[src/rtl/hv_cmd_pkg.sv]
// hv_cmd_pkg: shared definitions for the command path (hv_commandQ,
// hv_cmd_fetch, host-side CDB builder).
//   - CDB geometry and field offsets
//   - BSM opcodes
//   - command status codes written back on op_index/cmd_op_status
package hv_cmd_pkg;

    // CDB geometry: 256 bits delivered as 4 beats, checksum lives in word 4
    localparam int CDB_W     = 256;
    localparam int CDB_BEATS = 4;
    localparam int CHK_WORD  = 4;
    localparam int OPC_LSB   = 0;
    localparam int TAG_LSB   = 8;
    localparam int FIELD_W   = 8;

    // Opcodes
    localparam logic [7:0] OP_BSM_WRITE = 8'h40;
    localparam logic [7:0] OP_BSM_READ  = 8'h30;
    localparam logic [7:0] OP_QUERY     = 8'h70;

    // Status codes
    localparam logic [7:0] CMD_ST_NONE       = 8'd0;
    localparam logic [7:0] CMD_ST_READ_DONE  = 8'd6;
    localparam logic [7:0] CMD_ST_WRITE_DONE = 8'd7;
    localparam logic [7:0] CMD_ST_READY2FREE = 8'd12;
    localparam logic [7:0] CMD_ST_CHKSUM_ERR = 8'd13;

endpackage

[src/rtl/hv_cdb_chksum.sv]
// hv_cdb_chksum: combinational CDB checksum.
// Each byte lane of the expected value is the XOR of that lane over every
// 32-bit word except the checksum word; a 32-bit XOR does all lanes at once.
// Ports:
//   cdb_i   in  CDB_W_P : full CDB
//   chk_o   out 32      : expected checksum
//   match_o out 1       : expected checksum equals the stored checksum word
module hv_cdb_chksum
    import hv_cmd_pkg::*;
#(
    parameter int CDB_W_P = CDB_W
) (
    input  logic [CDB_W_P-1:0] cdb_i,
    output logic [31:0]        chk_o,
    output logic               match_o
);

    localparam int NWORDS = CDB_W_P / 32;

    always_comb begin
        chk_o = '0;
        for (int w = 0; w < NWORDS; w++) begin
            if (w != CHK_WORD) chk_o = chk_o ^ cdb_i[w*32 +: 32];
        end
    end

    assign match_o = (chk_o == cdb_i[CHK_WORD*32 +: 32]);

endmodule

[src/rtl/hv_cmd_fetch.sv]
// hv_cmd_fetch: pulls commands out of hv_commandQ, deserializes the 4-beat
// CDB, verifies the checksum and hands the command downstream. Also writes
// completion status (downstream reports or checksum errors) back to the queue.
// Ports:
//   clk, reset                 : clock, synchronous active-high reset
//   cq_cout_ready              : queue has a command to issue
//   cmd_request                : one-cycle fetch pulse
//   cmd_oe, cmd_out            : CDB beat valid / data (beat 0 first)
//   op_index, cmd_op_status    : registered one-cycle status write
//   dec_valid/ready, dec_*     : decoded command handshake and fields
//   done_valid/tag/status      : completion report from downstream
//   done_ready                 : completion report accepted this cycle
//   timeout                    : one-cycle pulse when a fetch is abandoned
module hv_cmd_fetch
    import hv_cmd_pkg::*;
#(
    parameter int CMD_IO_WIDTH = 64,
    parameter int OE_TIMEOUT   = 64
) (
    input  logic                      clk,
    input  logic                      reset,
    input  logic                      cq_cout_ready,
    output logic                      cmd_request,
    input  logic                      cmd_oe,
    input  logic [CMD_IO_WIDTH-1:0]   cmd_out,
    output logic [7:0]                op_index,
    output logic [7:0]                cmd_op_status,
    output logic                      dec_valid,
    input  logic                      dec_ready,
    output logic [7:0]                dec_opcode,
    output logic [7:0]                dec_tag,
    output logic [4*CMD_IO_WIDTH-1:0] dec_cdb,
    input  logic                      done_valid,
    input  logic [7:0]                done_tag,
    input  logic [7:0]                done_status,
    output logic                      done_ready,
    output logic                      timeout
);

    localparam int CDBW = CDB_BEATS * CMD_IO_WIDTH;
    localparam int TW   = $clog2(OE_TIMEOUT + 1);

    localparam logic [2:0] S_IDLE    = 3'd0;
    localparam logic [2:0] S_REQ     = 3'd1;
    localparam logic [2:0] S_WAIT_OE = 3'd2;
    localparam logic [2:0] S_CAP     = 3'd3;
    localparam logic [2:0] S_CHECK   = 3'd4;
    localparam logic [2:0] S_PRESENT = 3'd5;

    logic [2:0]      state_q, state_d;
    logic [TW-1:0]   tmo_q, tmo_d;
    logic [1:0]      beat_q, beat_d;
    logic [CDBW-1:0] cdb_q, cdb_d;
    logic [7:0]      idx_q, idx_d;
    logic [7:0]      st_q, st_d;
    logic            chk_match;
    logic [31:0]     chk_unused;   // expected value only matters to the host-side builder
    logic            err_pending;
    logic            tmo_hit;

    hv_cdb_chksum #(.CDB_W_P(CDBW)) u_chk (
        .cdb_i   (cdb_q),
        .chk_o   (chk_unused),
        .match_o (chk_match)
    );

    // Checksum error is raised in the CHECK cycle itself so a coincident
    // completion report is refused that same cycle and retried.
    assign err_pending = (state_q == S_CHECK) && !chk_match;

    // Abandon: no first beat within the window, or the beat burst broke early.
    assign tmo_hit = ((state_q == S_WAIT_OE) && !cmd_oe && (tmo_q == TW'(OE_TIMEOUT - 1))) ||
                     ((state_q == S_CAP) && !cmd_oe);

    always_comb begin
        state_d = state_q;
        tmo_d   = tmo_q;
        beat_d  = beat_q;
        cdb_d   = cdb_q;
        case (state_q)
            S_IDLE: begin
                if (cq_cout_ready) state_d = S_REQ;
            end
            S_REQ: begin
                tmo_d   = '0;
                state_d = S_WAIT_OE;
            end
            S_WAIT_OE: begin
                if (cmd_oe) begin
                    cdb_d[CMD_IO_WIDTH-1:0] = cmd_out;
                    beat_d  = 2'd1;
                    state_d = S_CAP;
                end else if (tmo_hit) begin
                    state_d = S_IDLE;
                end else if (tmo_q != TW'(OE_TIMEOUT)) begin
                    tmo_d = tmo_q + 1'b1;
                end
            end
            S_CAP: begin
                if (!cmd_oe) begin
                    beat_d  = 2'd0;
                    state_d = S_IDLE;
                end else begin
                    for (int b = 1; b < CDB_BEATS; b++) begin
                        if (beat_q == 2'(b)) cdb_d[b*CMD_IO_WIDTH +: CMD_IO_WIDTH] = cmd_out;
                    end
                    if (beat_q == 2'd3) begin
                        beat_d  = 2'd0;
                        state_d = S_CHECK;
                    end else begin
                        beat_d = beat_q + 2'd1;
                    end
                end
            end
            S_CHECK: begin
                state_d = chk_match ? S_PRESENT : S_IDLE;
            end
            S_PRESENT: begin
                if (dec_ready) state_d = S_IDLE;
            end
            default: state_d = S_IDLE;
        endcase
    end

    // Status writeback runs alongside the FSM; error beats a completion report.
    always_comb begin
        idx_d = '0;
        st_d  = CMD_ST_NONE;
        if (err_pending) begin
            idx_d = cdb_q[TAG_LSB +: FIELD_W];
            st_d  = CMD_ST_CHKSUM_ERR;
        end else if (done_valid && done_ready) begin
            idx_d = done_tag;
            st_d  = done_status;
        end
    end

    always_ff @(posedge clk) begin
        if (reset) begin
            state_q <= S_IDLE;
            tmo_q   <= '0;
            beat_q  <= '0;
            cdb_q   <= '0;
            idx_q   <= '0;
            st_q    <= CMD_ST_NONE;
        end else begin
            state_q <= state_d;
            tmo_q   <= tmo_d;
            beat_q  <= beat_d;
            cdb_q   <= cdb_d;
            idx_q   <= idx_d;
            st_q    <= st_d;
        end
    end

    assign cmd_request   = (state_q == S_REQ);
    assign dec_valid     = (state_q == S_PRESENT);
    assign dec_cdb       = cdb_q;
    assign dec_opcode    = cdb_q[OPC_LSB +: FIELD_W];
    assign dec_tag       = cdb_q[TAG_LSB +: FIELD_W];
    assign op_index      = idx_q;
    assign cmd_op_status = st_q;
    assign done_ready    = !reset && !err_pending;
    assign timeout       = tmo_hit && !reset;

endmodule

[config.mk]
export PLATFORM = sky130hd
export DESIGN_NAME = hv_cmd_fetch
export DESIGN_NICKNAME = d
export VERILOG_FILES = /design/src/rtl/hv_cmd_pkg.sv /design/src/rtl/hv_cdb_chksum.sv /design/src/rtl/hv_cmd_fetch.sv
export SDC_FILE = /design/constraint.sdc
export NUM_CORES = 1
export LEC_CHECK = 0
export BUFFER_PORTS_ARGS = -buffer_cell sky130_fd_sc_hd__clkbuf_2
export CAP_MARGIN = 30
export CORE_MARGIN = 3
export CORE_UTILIZATION = 52
export CTS_BUF_LIST = sky130_fd_sc_hd__clkbuf_16
export DETAILED_ROUTE_END_ITERATION = 12
export PLACE_DENSITY_LB_ADDON = 0.1
export SKIP_LAST_GASP = 1
export SLEW_MARGIN = 20
export SYNTH_ARGS = -nofsm -noshare
export SYNTH_HDL_FRONTEND = slang
export SYNTH_HIERARCHICAL = 1
export SYNTH_SLANG_ARGS = --single-unit
[constraint.sdc]
create_clock -name clk -period 3.9 [get_ports clk]
set_input_delay 0.78 -clock clk [delete_from_list [all_inputs] [get_ports clk]]
set_output_delay 0.78 -clock clk [all_outputs]
set_load 0.02 [all_outputs]
# Word level (Yosys, flattened, before mapping)
# Cells that the tools add are included.
# totals
mem_bits_rw	0
input_bits	86
memories	0
latch_bits	0
regBits	284
output_inout_bits	292
rom_bits	0
# classes
multipliers	0
n_reduce_logical	23
n_div	0
eq_ne	19
shift	0
muxes	20
bitwise	7
add_sub_neg	2
magnitude_cmp	0
# ops
cell	n
$xor 32x32->32	6
$eq 32x32->1	1
$mux 3	7
$mux 7	3
$pmux 3 s6	1
$mux 8	2
$pmux 7 s2	1
$reduce_and 3->1	3
$mux 4	2
$ne 2x2->1 const B	4
$reduce_and 4->1	2
$add 7x1->7 const B	1
$eq 7x6->1 const B	1
$logic_and 1x1->1	7
$ne 7x7->1 const B	1
$eq 3x2->1 const B	2
$eq 3x3->1 const B	2
$mux 2	3
$eq 2x2->1 const B	2
$logic_not 1->1	4
$ne 2x1->1 const B	2
$pmux 2 s2	1
$reduce_and 2->1	2
$reduce_bool 2->1	2
other kinds (9)	9

# Longest topological paths before layout
# Gate-level depths: netlist of run 1.
# depth
ltp_word	14
mapped_depth	11
ltp_nobuf	10

# Modules after synthesis
# Netlist of run 1, hierarchy kept.
# by_module_without_submodules
mod	area_per_inst_um2	cells_per_inst	instances	seq_area_each_um2
hv_cmd_fetch	10144.7	1281	1	5685.5
hv_cdb_chksum	2389.8	237	1	0.0

# Least setup slack after synthesis of run 1
# No wires, ideal clock.
# synth_path
path_type	reg-to-output
from	register cdb_q[254], in the netlist dec_cdb[254]
to	output done_ready
t_arrival_ns	3.165
stages_incl_launch_ff	10
slack_ns	-0.045
required_time_ns	3.120
path_cell_list	dfxtp_1 > xnor2_1 > xnor2_1 > xnor3_1 > or4_1 > or4_1 > nor4_2 > nor2_1 > and2_1 > nor2_1
# synth_via
elab_chain_cells	6
# synth_lines
item	line	source
from (decl)	hv_cmd_fetch.sv:53	logic [CDBW-1:0] cdb_q, cdb_d;
from (signal assigned)	hv_cmd_fetch.sv:143	cdb_q <= '0;
from (signal assigned)	hv_cmd_fetch.sv:150	cdb_q <= cdb_d;
$xor 32x32->32	hv_cdb_chksum.sv:23	if (w != CHK_WORD) chk_o = chk_o ^ cdb_i[w*32 +: 32];
$eq 32x32->1	hv_cdb_chksum.sv:27	assign match_o = (chk_o == cdb_i[CHK_WORD*32 +: 32]);
net chk_match	hv_cmd_fetch.sv:56	logic chk_match;
$logic_not 1->1	hv_cmd_fetch.sv:69	assign err_pending = (state_q == S_CHECK) && !chk_match;
$logic_and 1x1->1	hv_cmd_fetch.sv:69	
$logic_not 1->1	hv_cmd_fetch.sv:163	assign done_ready = !reset && !err_pending;
$logic_and 1x1->1	hv_cmd_fetch.sv:163	
to (decl)	hv_cmd_fetch.sv:36	output logic done_ready,
# The timed path passes the listed nets, and every way through them passes these cells.

# Final worst setup path of run 1
# layout_path
from	register cdb_q[97], in the netlist dec_cdb[97]
to	output done_ready
# layout_via
elab_chain_cells	9
# layout_lines
item	line
$xor 32x32->32 (4 in series)	hv_cdb_chksum.sv:23
$eq 32x32->1	hv_cdb_chksum.sv:27
net chk_match	hv_cmd_fetch.sv:56
$logic_not 1->1	hv_cmd_fetch.sv:69
$logic_and 1x1->1	hv_cmd_fetch.sv:69
$logic_not 1->1	hv_cmd_fetch.sv:163
$logic_and 1x1->1	hv_cmd_fetch.sv:163
# The timed path passes the listed nets, and every way through them passes these cells.

==> results of run 1 <==
[tightest hold or removal path: cells and delay by family (launching register included)]
| family | cells | cell delay, ps |
|---|---|---|
| AO/OA/AOI/OAI | 1 | 40 |
| flip-flops | 1 | 310 |
| AND/OR/NAND/NOR | 1 | 60 |
[sequential cells by signal, summed over array words and instances (netlist names)]
register,cells
tmo_q,7
op_index,8
dec_cdb,256
cmd_op_status,8
beat_q,2
state_q,3
[timing repair]
| item | 4_1_cts | 5_1_grt |
|---|---|---|
| pin swaps | 24 | 13 |
| gates resized for setup | 24 | 7 |
| setup buffers | 2 | 2 |
| setup endpoints to repair | 1 | 1 |
[power by group through the flow]
stage                     logic, uW  clock network (uW)  registers [uW]
after floorplan                 251                   0            3070
after global placement          486                   0            3040
after detailed placement        488                   0            3040
after CTS                       525                2740            2980
after global routing            589                2860            2980
final                           548                2700            2980
[path summary, 6_finish.rpt]
kind              slack, ps   startpoint  depth (start not counted)               end
hold reg to reg         450     tmo_q[6]                          2          tmo_q[6]
hold / removal          450     tmo_q[6]                          2          tmo_q[6]
setup / recovery       -480  dec_cdb[97]                         11        done_ready
setup reg to reg        500  dec_cdb[97]                         13  cmd_op_status[1]
[layer usage]
| metal | track usage [%] | vias to the layer above | routed length [um] |
|---|---|---|---|
| met3 | 8.249 | 76 | 3668 |
| met1 | 35.98 | 5321 | 15610 |
| li1 | - | 5600 | - |
| met2 | 48.65 | 434 | 18600 |
| met4 | 9.073 | 0 | 1210 |
| met5 | 0 | - | 0 |
[final cells by class]
class                   instances  share of cell area, %
well taps                     313                  2.482
diodes                          1                0.01586
clock inverters                21                 0.9358
repair buffers                452                  15.88
flip-flops and latches        284                  36.11
multi-input cells            1097                  39.49
inverters                       7                 0.1665
clock buffers                  31                  4.917
[placed cells by master (no fill, tap or decap), types with 3 or more instances in the layout]
master     instances
inv_1             13
nor2_1             9
or4_4              8
xnor2_1          162
and2_2             3
xnor3_1           16
buf_12             3
clkinv_1           7
dfxtp_2            9
o311ai_0           4
xnor2_2            6
buf_4             72
xor3_1             8
nand2_2            3
nand2b_1           3
nand2_1          531
a21oi_1          273
o21ai_0            6
clkbuf_16         31
nor3_1             3
and3_1             6
nand3_1           11
clkinv_2           3
dfxtp_1          275
xor2_1             8
clkbuf_2         375
ha_1               5
a211oi_1           3
[through the flow]
step	worst slack (ps)	util [%]
floorplan	56.88	-
global placement	-138.4	63.97
detailed placement	-103.2	63.97
CTS	-497.6	68.43
global route	-568.2	68.63
finish	-479.1	68.64
==> results.sh, run 1 <==
export IMPL_clkSlewWorstSetupHoldPaths_ps=60
export IMPL_avgSynthCellArea_um2=8.249
export IMPL_grt_pass1_vias=10707
export IMPL_postRouteWirelength_um=39090
export IMPL_drtAntennaViolNets=0
export IMPL_cts_root_buf="clkbuf_16"
export IMPL_cp_end_kind="primary output"
export IMPL_finalCritPeriodShare_pct=112.3
export IMPL_cts_buffer_depth=3
export IMPL_dpl_cell_area_um2=14700
export IMPL_nets=1963
export IMPL_die_area_um2=25580
export IMPL_path_delay_family="simple AND/OR/NAND/NOR gates"
export IMPL_holdBufCountCts=0
export IMPL_slowest_delay_ps=570
export IMPL_syn_instance_count=1494
export IMPL_syn_area_um2=12320
export IMPL_p_sw_uw=1514
export IMPL_firstDrtPassIters=5
export IMPL_final_setup_tns_ps=-479.1
export IMPL_worst_slack_ps=-479.1
export IMPL_slew_violations=0
export IMPL_wl_per_cell_um=17.72
export IMPL_placed_cells=2149
export IMPL_hold_class="flop to flop"
export IMPL_path_max_fanout=2
export IMPL_skew_ps=13.22
export IMPL_clkPwrFrac_pct=43.4
export IMPL_p_leak_uw=0.006522
export IMPL_crit_arrival_ps=3600
export IMPL_hold_ws_ps=447.5
export IMPL_period_minus_slack_ps=4379
export IMPL_place_gp_congestion=0.8388
export IMPL_critPathKind="flop to primary output"
export IMPL_fill_cells=1960
export IMPL_violations="setup timing"
export IMPL_cts_htree_levels=1
export IMPL_die_x_um=160.0
export IMPL_vias_per_cell=5.182
export IMPL_worst_slew_pin_slew_ps=1124
export IMPL_std_cell_rows=55
export IMPL_syn_nets=1585
export IMPL_setup_viol=1
export IMPL_p_seq_share_pct=47.8
export IMPL_portBuffers=377
export IMPL_dp_hpwl_um=26790
export IMPL_core_um2=22980
export IMPL_crit_slowest_cell="or4_4"
export IMPL_multi_input_area_um2=6231
export IMPL_ios=378
export IMPL_die_h_um=160.0
export IMPL_peakVddDrop_v=0.0003659
export IMPL_outcome="complete, but fails checks"
export IMPL_overflow=0
export IMPL_cellPowerDensity_nw_per_um2=394.9
export IMPL_startpoint_type="flop"
export IMPL_start_util_pct=53.62
export IMPL_rsz0062_at_grt="yes"
export IMPL_final_cells=2206
export IMPL_ys_warn_count=6
export IMPL_maxCapViolCount=0
export IMPL_max_slew_margin_rel_pct=25.08
export IMPL_max_freq_ghz=0.2284
export IMPL_power_total_uw=6231
export IMPL_swShare_pct=24.30
export IMPL_fin_area_um2=15780
export IMPL_seqCellArea_um2=5697
export IMPL_clk_insertion_delay_late_ps=550
export IMPL_path_cells="xnor2_1 -> xnor2_1 -> xnor3_1 -> or4_4 -> or4_4 -> nor4_4 -> buf_4 -> nor2_4 -> and2_4 -> nor2_4 -> buf_8"
export IMPL_grt_max_degree=243
export IMPL_p_comb_share_pct=8.8
export IMPL_grt_usage_pct=28.90
export IMPL_finalHoldViolations=0
export IMPL_antenna_found_initial=0
export IMPL_vias=11431
export IMPL_grt_first_pass_wirelength_um=60070
export IMPL_area_growth_pct=28.02
export IMPL_path_buf_inv=2
export IMPL_cts_sinks=284
export IMPL_cts_tree="built"
export IMPL_layout_drive_gt1_share_pct=28.17
export IMPL_numCtsBuffers=30
export IMPL_drtIter0Drc=858
export IMPL_drc_errors=0
export IMPL_required_ps=3120
export IMPL_p_int_uw=4717
No activity file was read; power rests on OpenSTA's default activity.
==> inputs of run 2 (changes only) <==
--- a/config.mk
+++ b/config.mk
@@ -5,12 +5,12 @@
 export SDC_FILE = /design/constraint.sdc
 export NUM_CORES = 1
 export LEC_CHECK = 0
-export BUFFER_PORTS_ARGS = -buffer_cell sky130_fd_sc_hd__clkbuf_2
 export CAP_MARGIN = 30
 export CORE_MARGIN = 3
-export CORE_UTILIZATION = 52
+export CORE_UTILIZATION = 55
 export CTS_BUF_LIST = sky130_fd_sc_hd__clkbuf_16
 export DETAILED_ROUTE_END_ITERATION = 12
+export DONT_BUFFER_PORTS = 1
 export PLACE_DENSITY_LB_ADDON = 0.1
 export SKIP_LAST_GASP = 1
 export SLEW_MARGIN = 20
==> run 2 against run 1 <==
The run still ends with setup timing left. Register-to-register slack improved by 30 ps. Sequential share of layout area increased by 3.5 points. Clock skew decreased by 5.0 ps. Count of clock-buffer cells in the layout unchanged. Global-route usage about the same. Sequential power about the same. Hold slack got worse by 140 ps. Sequential cell count unchanged. Routed wire length decreased by 5.5%. Maximum frequency decreased by 0.46%. Combinational power decreased by 32%. Cell count decreased by 15%.
==> results.sh, run 2 (same netlist as run 1, synthesis figures left out) <==
export IMPL_outcome="complete, but fails checks"
export IMPL_violations="setup timing"
export IMPL_final_cells=1873
export IMPL_cp_end_kind="primary output"
export IMPL_start_util_pct=56.30
export IMPL_num_antenna_cells=0
export IMPL_die_x_um=155.7
export IMPL_fill_cells=1918
export IMPL_r2r_start="dec_cdb[94]"
export IMPL_cts_sinks=284
export IMPL_cts_tree="built"
export IMPL_die_area_um2=24240
export IMPL_grt_first_pass_wirelength_um=55880
export IMPL_dp_hpwl_um=25160
export IMPL_drc_errors=0
export IMPL_setup_viol=1
export IMPL_dp_slack_ps=-59.44
export IMPL_startpoint_type="flop"
export IMPL_reg2reg_depth=12
export IMPL_worst_slack_ps=-499.6
export IMPL_std_cell_rows=54
export IMPL_clk_insertion_delay_late_ps=550
export IMPL_hold_start="reset"
export IMPL_vias_per_cell=5.504
export IMPL_final_common_cell="nand2_1"
export IMPL_worst_slew_pin_slew_ps=947.6
export IMPL_firstDrtPassIters=5
export IMPL_vias=10309
export IMPL_path_buf_inv=2
export IMPL_crit_arrival_ps=3620
export IMPL_placed_cells=1819
export IMPL_finalHoldViolations=0
export IMPL_cts_setup_buffers=0
export IMPL_period_minus_slack_ps=4400
export IMPL_p_leak_uw=0.005233
export IMPL_die_h_um=155.7
export IMPL_required_ps=3120
export IMPL_drtIter0Drc=800
export IMPL_cts_root_buf="clkbuf_16"
export IMPL_cts_buffer_depth=3
export IMPL_maxCapViolCount=0
export IMPL_grt_max_degree=281
export IMPL_postRouteWirelength_um=36930
export IMPL_wl_per_cell_um=19.72
export IMPL_layout_common_cells="nand2_1 (531), dfxtp_1 (281), a21oi_1 (273)"
export IMPL_cts_htree_levels=1
export IMPL_area_growth_pct=16.55
export IMPL_slew_violations=0
export IMPL_largest_register_ffs=256
export IMPL_peakVddDrop_v=0.0003377
export IMPL_rrSetupSlack_ps=530
export IMPL_hold_ws_ps=311.2
export IMPL_crit_slowest_cell="or4_4"
export IMPL_fin_util_pct=65.62
export IMPL_antenna_found_initial=0
export IMPL_holdBufCountCts=0
export IMPL_slowest_delay_ps=570
export IMPL_hold_class="primary input to flop"
export IMPL_max_freq_ghz=0.2273
export IMPL_core_um2=21890
export IMPL_ios=378
export IMPL_hold_path_depth=1
export IMPL_cellPowerDensity_nw_per_um2=415.3
export IMPL_place_gp_congestion=0.8100
export IMPL_overflow=0
export IMPL_max_slew_margin_rel_pct=36.61
export IMPL_portBuffers=0
export IMPL_path_max_fanout=6
export IMPL_rsz0062_at_grt="yes"
export IMPL_finalCritPeriodShare_pct=112.8
export IMPL_skew_ps=8.230
export IMPL_grt_usage_pct=28.87
export IMPL_holdPathEnd="dec_cdb[111]"
export IMPL_clkSlewWorstSetupHoldPaths_ps=60
export IMPL_path_delay_family="simple AND/OR/NAND/NOR gates"
export IMPL_grt_pass1_vias=9711
export IMPL_drtAntennaViolNets=0
export IMPL_path_cells="xnor2_1 -> xnor2_1 -> xnor3_1 -> or4_4 -> or4_4 -> nor4_4 -> buf_4 -> nor2_2 -> and2_4 -> nor2_4 -> buf_6"
export IMPL_final_setup_tns_ps=-499.6
export IMPL_critPathKind="flop to primary output"
export IMPL_r2r_end="op_index[2]"
export IMPL_layout_drive_gt1_share_pct=14.06
export IMPL_nets=1664
export IMPL_numCtsBuffers=30
==> run 2: area by class of cell <==
| cell class | count | area [um2] | share of cell area (%) |
|---|---|---|---|
| Tap cell | 280 | 350.3 | 2.439 |
| Sequential cell | 284 | 5689 | 39.61 |
| Multi-Input combinational cell | 1097 | 6215 | 43.27 |
| Timing Repair Buffer | 153 | 1196 | 8.328 |
| Clock inverter | 21 | 111.4 | 0.7753 |
| Clock buffer | 31 | 775.7 | 5.401 |
| Inverter | 7 | 26.28 | 0.1829 |
==> run 2: power breakdown <==
part,switching (uW),internal (uW)
Combinational,199,176
Sequential,60.7,2940
Clock,1110,1480
==> run 2: how the worst max path moves through the flow <==
stage,end,start,cells after the start,slack [ps]
finish,done_ready,dec_cdb[94],11,-500
global placement,done_ready,dec_cdb[253],11,-60
floorplan,done_ready,dec_cdb[222],9,60
detailed placement,done_ready,dec_cdb[253],11,-60
CTS,done_ready,dec_cdb[8],11,-450
global route,done_ready,dec_cdb[94],11,-570
==> run 2: routing by layer <==
layer	vias up	GRT usage (%)	routed length [um]
li1	4993	-	-
met1	4831	35.36	14060
met2	423	48.35	17700
met3	62	10.32	4215
met4	0	8.087	955
met5	-	0	0
==> run 2: worst reg2reg max path, stage by stage, from the launching register on <==
cell and delay, ps:
dfxtp_1 320, xnor2_1 200, xnor2_1 160, xnor3_1 370, or4_4 570, or4_4 560, nor4_4 270, buf_4 170
nor2_2 40, buf_4 160, nand2_1 210, nand3_1 130, a21oi_1 150
==> run 2: stage by stage <==
step / cell area, um2 / total power (uW)
floorplan: 12320 / 3321
global placement: 13380 / 3382
detailed placement: 13380 / 3386
CTS: 14340 / 6002
global route: 14360 / 6167
finish: 14360 / 5965
==> run 2: what timing repair did <==
action	4_1_cts	5_1_grt
gates resized for setup	18	3
pin swaps	16	12
endpoints found under the setup margin	1	1
==> inputs of run 3 (changes only) <==
--- a/config.mk
+++ b/config.mk
@@ -11,6 +11,7 @@
 export CTS_BUF_LIST = sky130_fd_sc_hd__clkbuf_16
 export DETAILED_ROUTE_END_ITERATION = 12
 export DONT_BUFFER_PORTS = 1
+export MAX_ROUTING_LAYER = met4
 export PLACE_DENSITY_LB_ADDON = 0.1
 export SKIP_LAST_GASP = 1
 export SLEW_MARGIN = 20
==> run 3 against run 2 <==
The flow still finishes with violations (setup timing). First-iteration DRC count up 1.6%. Via count down 0.17%. Hold slack worse by 13 ps. Critical path depth unchanged. Sequential cell count unchanged. Die area unchanged. Sequential share of layout area unchanged. Global-route usage up 0.84 points. Routed wire length down 0.18%. Critical path type unchanged. Largest cell class unchanged. Highest routed layer unchanged.
==> results.sh, run 3 (same netlist as run 1, synthesis figures left out) <==
export IMPL_outcome="complete, but fails checks"
export IMPL_violations="setup timing"
export IMPL_max_freq_ghz=0.2271
export IMPL_hold_path_depth=1
export IMPL_place_gp_congestion=0.8219
export IMPL_rsz0062_at_grt="yes"
export IMPL_rrSetupSlack_ps=520
export IMPL_worst_slew_pin_slew_ps=958.2
export IMPL_vias=10291
export IMPL_final_setup_tns_ps=-503.1
export IMPL_hold_class="primary input to flop"
export IMPL_nets=1664
export IMPL_multi_input_area_um2=6215
export IMPL_fill_cells=1918
export IMPL_grt_max_degree=281
export IMPL_numCtsBuffers=30
export IMPL_overflow=0
export IMPL_postRouteWirelength_um=36870
export IMPL_reg2reg_depth=12
export IMPL_r2r_end="op_index[2]"
export IMPL_die_area_um2=24240
export IMPL_layout_common_cells="nand2_1 (531), dfxtp_1 (281), a21oi_1 (273)"
export IMPL_final_common_cell="nand2_1"
export IMPL_maxCapViolCount=0
export IMPL_antenna_found_initial=0
export IMPL_holdBufCountCts=0
export IMPL_grt_pass1_vias=9725
export IMPL_r2r_start="dec_cdb[94]"
export IMPL_cts_htree_levels=1
export IMPL_std_cell_rows=54
export IMPL_grt_usage_pct=29.70
export IMPL_cts_tree="built"
export IMPL_startpoint_type="flop"
export IMPL_drc_errors=0
export IMPL_start_util_pct=56.30
export IMPL_die_x_um=155.7
export IMPL_clk_insertion_delay_late_ps=550
export IMPL_portBuffers=0
export IMPL_clkSlewWorstSetupHoldPaths_ps=60
export IMPL_wl_per_cell_um=19.68
export IMPL_grt_first_pass_wirelength_um=55780
export IMPL_ios=378
export IMPL_hold_start="reset"
export IMPL_vias_per_cell=5.494
export IMPL_path_max_fanout=6
export IMPL_layout_drive_gt1_share_pct=14.06
export IMPL_cts_sinks=284
export IMPL_cts_buffer_depth=3
export IMPL_dpl_cell_area_um2=13380
export IMPL_holdPathEnd="dec_cdb[207]"
export IMPL_drtIter0Drc=813
export IMPL_fin_area_um2=14360
export IMPL_cts_root_buf="clkbuf_16"
export IMPL_largest_register_ffs=256
export IMPL_crit_arrival_ps=3620
export IMPL_skew_ps=7.722
export IMPL_firstDrtPassIters=5
export IMPL_critPathKind="flop to primary output"
export IMPL_peakVddDrop_v=0.0003396
export IMPL_p_leak_uw=0.005233
export IMPL_finalCritPeriodShare_pct=112.9
export IMPL_cp_end_kind="primary output"
export IMPL_area_growth_pct=16.55
export IMPL_dp_hpwl_um=25160
export IMPL_num_antenna_cells=0
export IMPL_period_minus_slack_ps=4403
export IMPL_slew_violations=0
export IMPL_setup_viol=1
export IMPL_core_um2=21890
export IMPL_cts_setup_buffers=0
export IMPL_cellPowerDensity_nw_per_um2=415.3
export IMPL_seqCellArea_um2=5689
export IMPL_finalHoldViolations=0
export IMPL_die_h_um=155.7
export IMPL_drtAntennaViolNets=0
export IMPL_max_slew_margin_rel_pct=35.90
export IMPL_worst_slack_ps=-503.1
export IMPL_required_ps=3120
[run 3: cell counts in the layout (fill, tap and decap cells not counted)]
Identical to the previous run, type by type.
[run 3: layout make-up]
cell class	instances	share of cell area (%)
Timing Repair Buffer	153	8.328
Clock buffer	31	5.401
Multi-Input combinational cell	1097	43.27
Inverter	7	0.1829
Sequential cell	284	39.61
Clock inverter	21	0.7753
Tap cell	280	2.439
[run 3: through the flow]
step                      setup WS (ps)  hold slack (ps)  total power (uW)  std cells  util [%]
after CTS                        -450.6            291.0              6002       1871     65.51
after global placement           -57.32            438.4              3382       1819     61.12
final                            -503.1            298.3              5966       1873     65.62
after detailed placement         -59.44            439.6              3386       1819     61.12
after floorplan                   56.88            417.4              3321       1494         -
after global routing             -574.0            291.5              6165       1873     65.62
[run 3: worst max-delay path, stage by stage (launching register included)]
cell	delay (ps)
dfxtp_1	320
xnor2_1	200
xnor2_1	160
xnor3_1	370
or4_4	570
or4_4	550
nor4_4	270
buf_4	170
nor2_2	40
and2_4	200
nor2_4	80
buf_6	150
[run 3: metal layers]
metal | track usage (%) | share of wire (%)
met1 | 35.27 | 38
met5 | - | 0
met4 | 8.212 | 2.6
met2 | 48.33 | 48
met3 | 10.21 | 11
[run 3: how the worst max path moves through the flow]
stage                      end          from  cells after the start
finish              done_ready   dec_cdb[94]                     11
global route        done_ready   dec_cdb[94]                     11
CTS                 done_ready    dec_cdb[8]                     11
detailed placement  done_ready  dec_cdb[253]                     11
global placement    done_ready  dec_cdb[253]                     11
floorplan           done_ready  dec_cdb[222]                      9
[run 3: repair_timing]
action | in CTS | in global routing
resized for setup | 18 | 3
pin swaps | 16 | 12
setup endpoints to repair | 1 | 1
[run 3: power by group]
| part | switching, uW | internal [uW] |
|---|---|---|
| logic | 198 | 176 |
| registers | 60.7 | 2940 |
| clock network | 1110 | 1480 |
| total | 1370 | 4590 |
